$ cat src/rtl/imem_loader_pkg.sv
// Shared types for the instruction-memory loader: ROM address/word types,
// capacity and the byte-lane insert helper used by the word packer.
package imem_loader_pkg;

  typedef logic [7:0]  RomAddress;
  typedef logic [31:0] UWord;

  localparam int ROM_BYTES = 2 ** $bits(RomAddress);
  // Remaining-byte down-counter must hold ROM_BYTES itself, hence the extra bit.
  localparam int CNT_W     = $clog2(ROM_BYTES) + 1;

  function automatic UWord insert_byte(input UWord w, input logic [1:0] lane,
                                       input logic [7:0] b);
    UWord r;
    r = w;
    r[{lane, 3'b000} +: 8] = b;
    return r;
  endfunction

endpackage

$ cat src/rtl/imem_loader_word_packer.sv
// Assembles little-endian 32-bit words from a byte stream; clears after each
// emitted word so unfilled lanes of a short final word read as zero.
module imem_loader_word_packer
  import imem_loader_pkg::*;
(
  input  logic       i_clk,
  input  logic       i_reset_n,
  input  logic       i_clear,
  input  logic       i_push,
  input  logic       i_emit,
  input  logic [7:0] i_byte,
  output UWord       o_word_ins,
  output logic       o_full
);

  UWord       r_word;
  logic [1:0] r_lane;

  assign o_word_ins = insert_byte(r_word, r_lane, i_byte);
  assign o_full     = (r_lane == 2'd3);

  always_ff @(posedge i_clk or negedge i_reset_n) begin
    if (!i_reset_n) begin
      r_word <= '0;
      r_lane <= '0;
    end else if (i_clear) begin
      r_word <= '0;
      r_lane <= '0;
    end else if (i_push) begin
      if (i_emit) begin
        r_word <= '0;
        r_lane <= '0;
      end else begin
        r_word <= o_word_ins;
        r_lane <= r_lane + 2'd1;
      end
    end
  end

endmodule

$ cat src/rtl/imem_loader.sv
// Loads a length-prefixed byte stream into instruction memory as aligned
// 32-bit words while holding the CPU; flags oversize images as an error.
module imem_loader
  import imem_loader_pkg::*;
(
  input  logic       i_clk,
  input  logic       i_reset_n,
  input  logic       i_start,
  input  logic       i_in_valid,
  output logic       o_in_ready,
  input  logic [7:0] i_in_data,
  output logic       o_mem_we,
  output RomAddress  o_mem_addr,
  output UWord       o_mem_wdata,
  output logic       o_cpu_hold,
  output logic       o_done,
  output logic       o_error
);

  // state   | meaning
  // S_IDLE  | after reset, waiting for start
  // S_LEN   | collecting 4-byte little-endian length
  // S_DATA  | collecting payload, writing words
  // S_FLUSH | write cycle of the final word
  // S_DONE  | load complete, CPU released
  // S_ERROR | length too large, CPU held
  typedef enum logic [2:0] {S_IDLE, S_LEN, S_DATA, S_FLUSH, S_DONE, S_ERROR} state_t;

  state_t           r_state, w_next;
  logic [1:0]       r_len_cnt;
  logic [23:0]      r_len;
  logic [CNT_W-1:0] r_remain;
  RomAddress        r_addr;
  logic             r_mem_we;
  RomAddress        r_mem_addr;
  UWord             r_mem_wdata;

  logic w_accept, w_restart, w_len_last, w_data_last, w_emit, w_full;
  UWord w_len_full, w_word_ins;

  assign w_accept    = i_in_valid && o_in_ready;
  assign w_restart   = i_start && (r_state == S_IDLE || r_state == S_DONE || r_state == S_ERROR);
  assign w_len_full  = {i_in_data, r_len};
  assign w_len_last  = w_accept && (r_state == S_LEN) && (r_len_cnt == 2'd3);
  assign w_data_last = w_accept && (r_state == S_DATA) && (r_remain == CNT_W'(1));
  assign w_emit      = w_accept && (r_state == S_DATA) && (w_full || r_remain == CNT_W'(1));

  imem_loader_word_packer u_packer (
    .i_clk      (i_clk),
    .i_reset_n  (i_reset_n),
    .i_clear    (w_restart),
    .i_push     (w_accept && (r_state == S_DATA)),
    .i_emit     (w_emit),
    .i_byte     (i_in_data),
    .o_word_ins (w_word_ins),
    .o_full     (w_full)
  );

  always_ff @(posedge i_clk or negedge i_reset_n) begin
    if (!i_reset_n) r_state <= S_IDLE;
    else            r_state <= w_next;
  end

  always_comb begin
    w_next = r_state;
    case (r_state)
      S_IDLE, S_DONE, S_ERROR: if (i_start) w_next = S_LEN;
      S_LEN: if (w_len_last) begin
        if (w_len_full == '0)                     w_next = S_DONE;
        else if (w_len_full > UWord'(ROM_BYTES)) w_next = S_ERROR;
        else                                      w_next = S_DATA;
      end
      S_DATA:  if (w_data_last) w_next = S_FLUSH;
      S_FLUSH: w_next = S_DONE;
      default: w_next = S_IDLE;
    endcase
  end

  always_comb begin
    o_in_ready = (r_state == S_LEN) || (r_state == S_DATA);
    o_cpu_hold = (r_state != S_DONE);
    o_done     = (r_state == S_DONE);
    o_error    = (r_state == S_ERROR);
  end

  always_ff @(posedge i_clk or negedge i_reset_n) begin
    if (!i_reset_n) begin
      r_len_cnt   <= '0;
      r_len       <= '0;
      r_remain    <= '0;
      r_addr      <= '0;
      r_mem_we    <= 1'b0;
      r_mem_addr  <= '0;
      r_mem_wdata <= '0;
    end else begin
      r_mem_we <= w_emit;
      if (w_restart) begin
        r_len_cnt <= '0;
        r_len     <= '0;
        r_addr    <= '0;
      end
      if (w_accept && r_state == S_LEN) begin
        if (r_len_cnt != 2'd3) r_len[{r_len_cnt, 3'b000} +: 8] <= i_in_data;
        else                   r_remain <= w_len_full[CNT_W-1:0];
        r_len_cnt <= r_len_cnt + 2'd1;
      end
      if (w_accept && r_state == S_DATA) r_remain <= r_remain - CNT_W'(1);
      if (w_emit) begin
        r_mem_addr  <= r_addr;
        r_mem_wdata <= w_word_ins;
        r_addr      <= r_addr + RomAddress'(4);
      end
    end
  end

  assign o_mem_we    = r_mem_we;
  assign o_mem_addr  = r_mem_addr;
  assign o_mem_wdata = r_mem_wdata;

endmodule

$ cat config.mk
export PLATFORM = sky130hd
export DESIGN_NAME = imem_loader
export DESIGN_NICKNAME = d
export VERILOG_FILES = /design/src/rtl/imem_loader_pkg.sv /design/src/rtl/imem_loader_word_packer.sv /design/src/rtl/imem_loader.sv
export SDC_FILE = /design/constraint.sdc
export NUM_CORES = 1
export LEC_CHECK = 0
export CORE_MARGIN = 2
export CORE_UTILIZATION = 40
export CTS_BUF_LIST = sky130_fd_sc_hd__clkbuf_4 sky130_fd_sc_hd__clkbuf_8 sky130_fd_sc_hd__clkbuf_16
export CTS_CLUSTER_DIAMETER = 60
export CTS_CLUSTER_SIZE = 16
export DETAILED_ROUTE_END_ITERATION = 8
export GPL_ROUTABILITY_DRIVEN = 0
export GPL_TIMING_DRIVEN = 0
export PLACE_DENSITY_LB_ADDON = 0.2
export SLEW_MARGIN = 20
export SYNTH_ARGS = -nofsm -noshare
export SYNTH_HDL_FRONTEND = slang
export SYNTH_HIERARCHICAL = 1
export SYNTH_SLANG_ARGS = --single-unit
export TNS_END_PERCENT = 20
$ cat constraint.sdc
create_clock -name i_clk -period 3.2 [get_ports i_clk]
set_clock_uncertainty 0.15 [all_clocks]
set_input_delay 0.64 -clock i_clk [delete_from_list [all_inputs] [get_ports i_clk]]
set_output_delay 0.64 -clock i_clk [all_outputs]
set_load 0.005 [all_outputs]
==> impl_metrics.env <==
export IMPL_wl_mm=13.1
export IMPL_yosys_register_bits=117
export IMPL_synth_xor_xnor_area_share=0.00152
export IMPL_clk_pin_slew_ps=50
export IMPL_ys_warn_count=6
export IMPL_die_width_um=124
export IMPL_detailed_place_hpwl_mm=8.77
export IMPL_synth_area_leader_cell="dfrtp_1"
export IMPL_grt_setup_unrepaired="false"
export IMPL_path_delay_family="simple AND/OR/NAND/NOR gates"
export IMPL_insertion_delay_ps=420
export IMPL_dieArea_um2=15400
export IMPL_cts_buffers=17
export IMPL_setup_viol=0
export IMPL_p_sw_w=0.00129
export IMPL_viasPerCell=5.58
export IMPL_yosysSeqAreaShare=0.507
export IMPL_synth_top_family_by_area="compound AO/OA/AOI/OAI gates"
export IMPL_wl_per_cell_um=17.8
export IMPL_drive_gt1_frac=0.181
export IMPL_root_buffer="clkbuf_16"
export IMPL_min_period_over_period=0.931
export IMPL_dieHeight_um=124
export IMPL_mostFrequentLayoutCell="dfrtp_1"
export IMPL_stdcell_area_um2=7140
export IMPL_cp_slowest_cell="or3b_1"
export IMPL_drv_cap=0
export IMPL_post_cts_buffers=0
export IMPL_power_w=0.00445
export IMPL_end_kind="flip-flop"
export IMPL_max_freq_mhz=336
export IMPL_required_ps=3400
export IMPL_ant_nets=0
export IMPL_hold_worst_slack_ps=35.2
export IMPL_met3_usage=0.0426
export IMPL_drt_initial_drc_count=280
export IMPL_final_setup_worst_slack_ps=221
export IMPL_grt_max_degree=60
export IMPL_hold_path_class="in2async"
export IMPL_path_class="reg2reg"
export IMPL_synth_adder_area_share=0.0303
export IMPL_p_comb_frac=0.191
export IMPL_outcome="complete, no violations"
export IMPL_cts_resized=0
export IMPL_coreArea_um2=14000
export IMPL_grt_pass1_vias=3976
export IMPL_clockPowerShare=0.409
export IMPL_critPathMaxStageDelay_ps=380
export IMPL_hold_viol=0
export IMPL_synth_async_reset_ratio=1.00
export IMPL_p_int_w=0.00316
export IMPL_swShare=0.290
export IMPL_yosys_area_share_simple=0.127
export IMPL_worst_slew_pin_transition_ps=723
export IMPL_pwr_share_seq=0.400
export IMPL_drt_pass1_iterations=5
export IMPL_slew_viol_final=0
export IMPL_netlist_area_leader_share=0.507
export IMPL_finalCriticalPeriod_ps=2980
export IMPL_cp_max_fo=11
export IMPL_n_antenna_cell=0
export IMPL_dp_slack_ps=-25.3
export IMPL_use_met1=0.262
export IMPL_clock_sinks=117
export IMPL_port_buffers=54
export IMPL_use_met2=0.268
export IMPL_grt_overflow=0
export IMPL_relSlewSlack=0.515
export IMPL_grt_use_total=0.184
export IMPL_path_cells="inv_1, ha_1, nor4b_4, a31oi_4, nand2b_4, inv_4, buf_8, buf_2, or3b_1, buf_6, nor2_1, a22o_1"
export IMPL_cts_htree_levels=4
export IMPL_syn_to_final_growth_pct=23.7
export IMPL_vias=4091
export IMPL_p_leak_nw=3.28
export IMPL_critical_path_startpoint_type="flip-flop"
export IMPL_cts_tree="yes"
export IMPL_synth_compound_area_frac=0.187
export IMPL_worstPathArrival_ps=3180
export IMPL_peakVddDrop_mv=0.355
export IMPL_antenna_found_initial=0
export IMPL_drcViolationCount=0
export IMPL_synth_ff_type="dfrtp_1"
export IMPL_syn_area_um2=5780
export IMPL_synth_edf_count=0
export IMPL_powerDensity_nw_per_um2=623
export IMPL_grt_pass1_wl_mm=21.1
export IMPL_cts_hold_buffers=0
export IMPL_fin_nets=568
export IMPL_muxShareOfSynthArea=0.0981
export IMPL_cts_buffer_depth=2
export IMPL_final_cell_mix="dfrtp_1 (117), a22o_1 (76), clkdlybuf4s50_1 (53)"
export IMPL_dpl_cell_area_um2=6580
export IMPL_synthTopCellsByArea="dfrtp_1 (51%), a22o_1 (12%), mux2_4 (7.5%)"
export IMPL_path_buf_inv=5
export IMPL_syn_inst=467
export IMPL_postSynthAreaPerCell_um2=12.4
export IMPL_start_util=0.413
export IMPL_busiest_layer="met2"
export IMPL_yosysUniqueCellTypes=68
export IMPL_io_pins=57
export IMPL_core_rowCount=43
-- cell families after synthesis --
kind of cell / after synthesis
flops: 117
mux: 41
buf+inv: 50
fa+ha+maj: 14
xor+xnor: 1
simple gates: 110
compound gates: 133
other cells: 1
-- final cells by class --
class	instances	area, um2
multi-input combinational	301	2570
inverter	28	108
clock inverter	4	45.0
timing repair buffer	55	569
tap	180	225
sequential	117	2930
buffer	22	174
clock buffer	26	524
fill	1213	6840
-- registers in the layout, summed over array words and instances (netlist names) --
signal and count:
r_len_cnt 2, r_remain 9, u_packer/r_word 32, u_packer/r_lane 2, o_mem_addr 6, r_len 24
r_addr 6, o_mem_wdata 32, r_state 3, o_mem_we 1
-- routing by layer --
metal,vias to the layer above,share of wire,wire length [um]
met2,107,0.45,5820
met1,2053,0.49,6400
met3,19,0.047,611
met4,0,0.017,228
li1,1912,-,-
met5,-,0,0
-- Yosys cell counts (all sizes together) (3+ instances only) --
library cell and number:
and4 3, a22o 76, nand2 26, inv 28, ha 14, nand3 8, nor2 22, clkbuf 4
or2 3, dfrtp 117, o211ai 3, mux2 38, a211oi 4, a21oi 12, buf 18, mux2i 3
nand2b 9, o21a 4, nor4 11, o21ai 12, nor4b 3, nor3 8
-- power by group through the flow --
stage,Sequential (W),Combinational [W],Clock (W)
after floorplan,0.00176,0.000616,0
after global placement,0.00180,0.000821,0
after detailed placement,0.00180,0.000850,0
after CTS,0.00178,0.000853,0.00185
after global routing,0.00180,0.000949,0.00194
final,0.00178,0.000849,0.00182
-- metrics by stage --
step                setup TNS, ps  std cells  utilization
floorplan                       0        468            -
global placement          -366830        702        0.468
detailed placement          -84.0        703        0.470
CTS                             0        733        0.511
global route                    0        733        0.511
finish                          0        733        0.511
-- path summary, 6_finish.rpt --
| path | startpoint | endpoint | slack (ps) | cells after the start |
|---|---|---|---|---|
| max | r_remain[1] | u_packer/r_word[10] | 220 | 12 |
| min | i_reset_n | r_state[2] | 40 | 1 |
| max reg2reg | r_remain[1] | u_packer/r_word[10] | 220 | 12 |
| min reg2reg | o_mem_wdata[14] | o_mem_wdata[14] | 340 | 1 |
| max in group asynchronous | i_reset_n | o_mem_wdata[24] | 2190 | 2 |
| min in group i_clk | o_mem_wdata[14] | o_mem_wdata[14] | 340 | 1 |
Note: power is estimated with default switching activity, not from simulation.
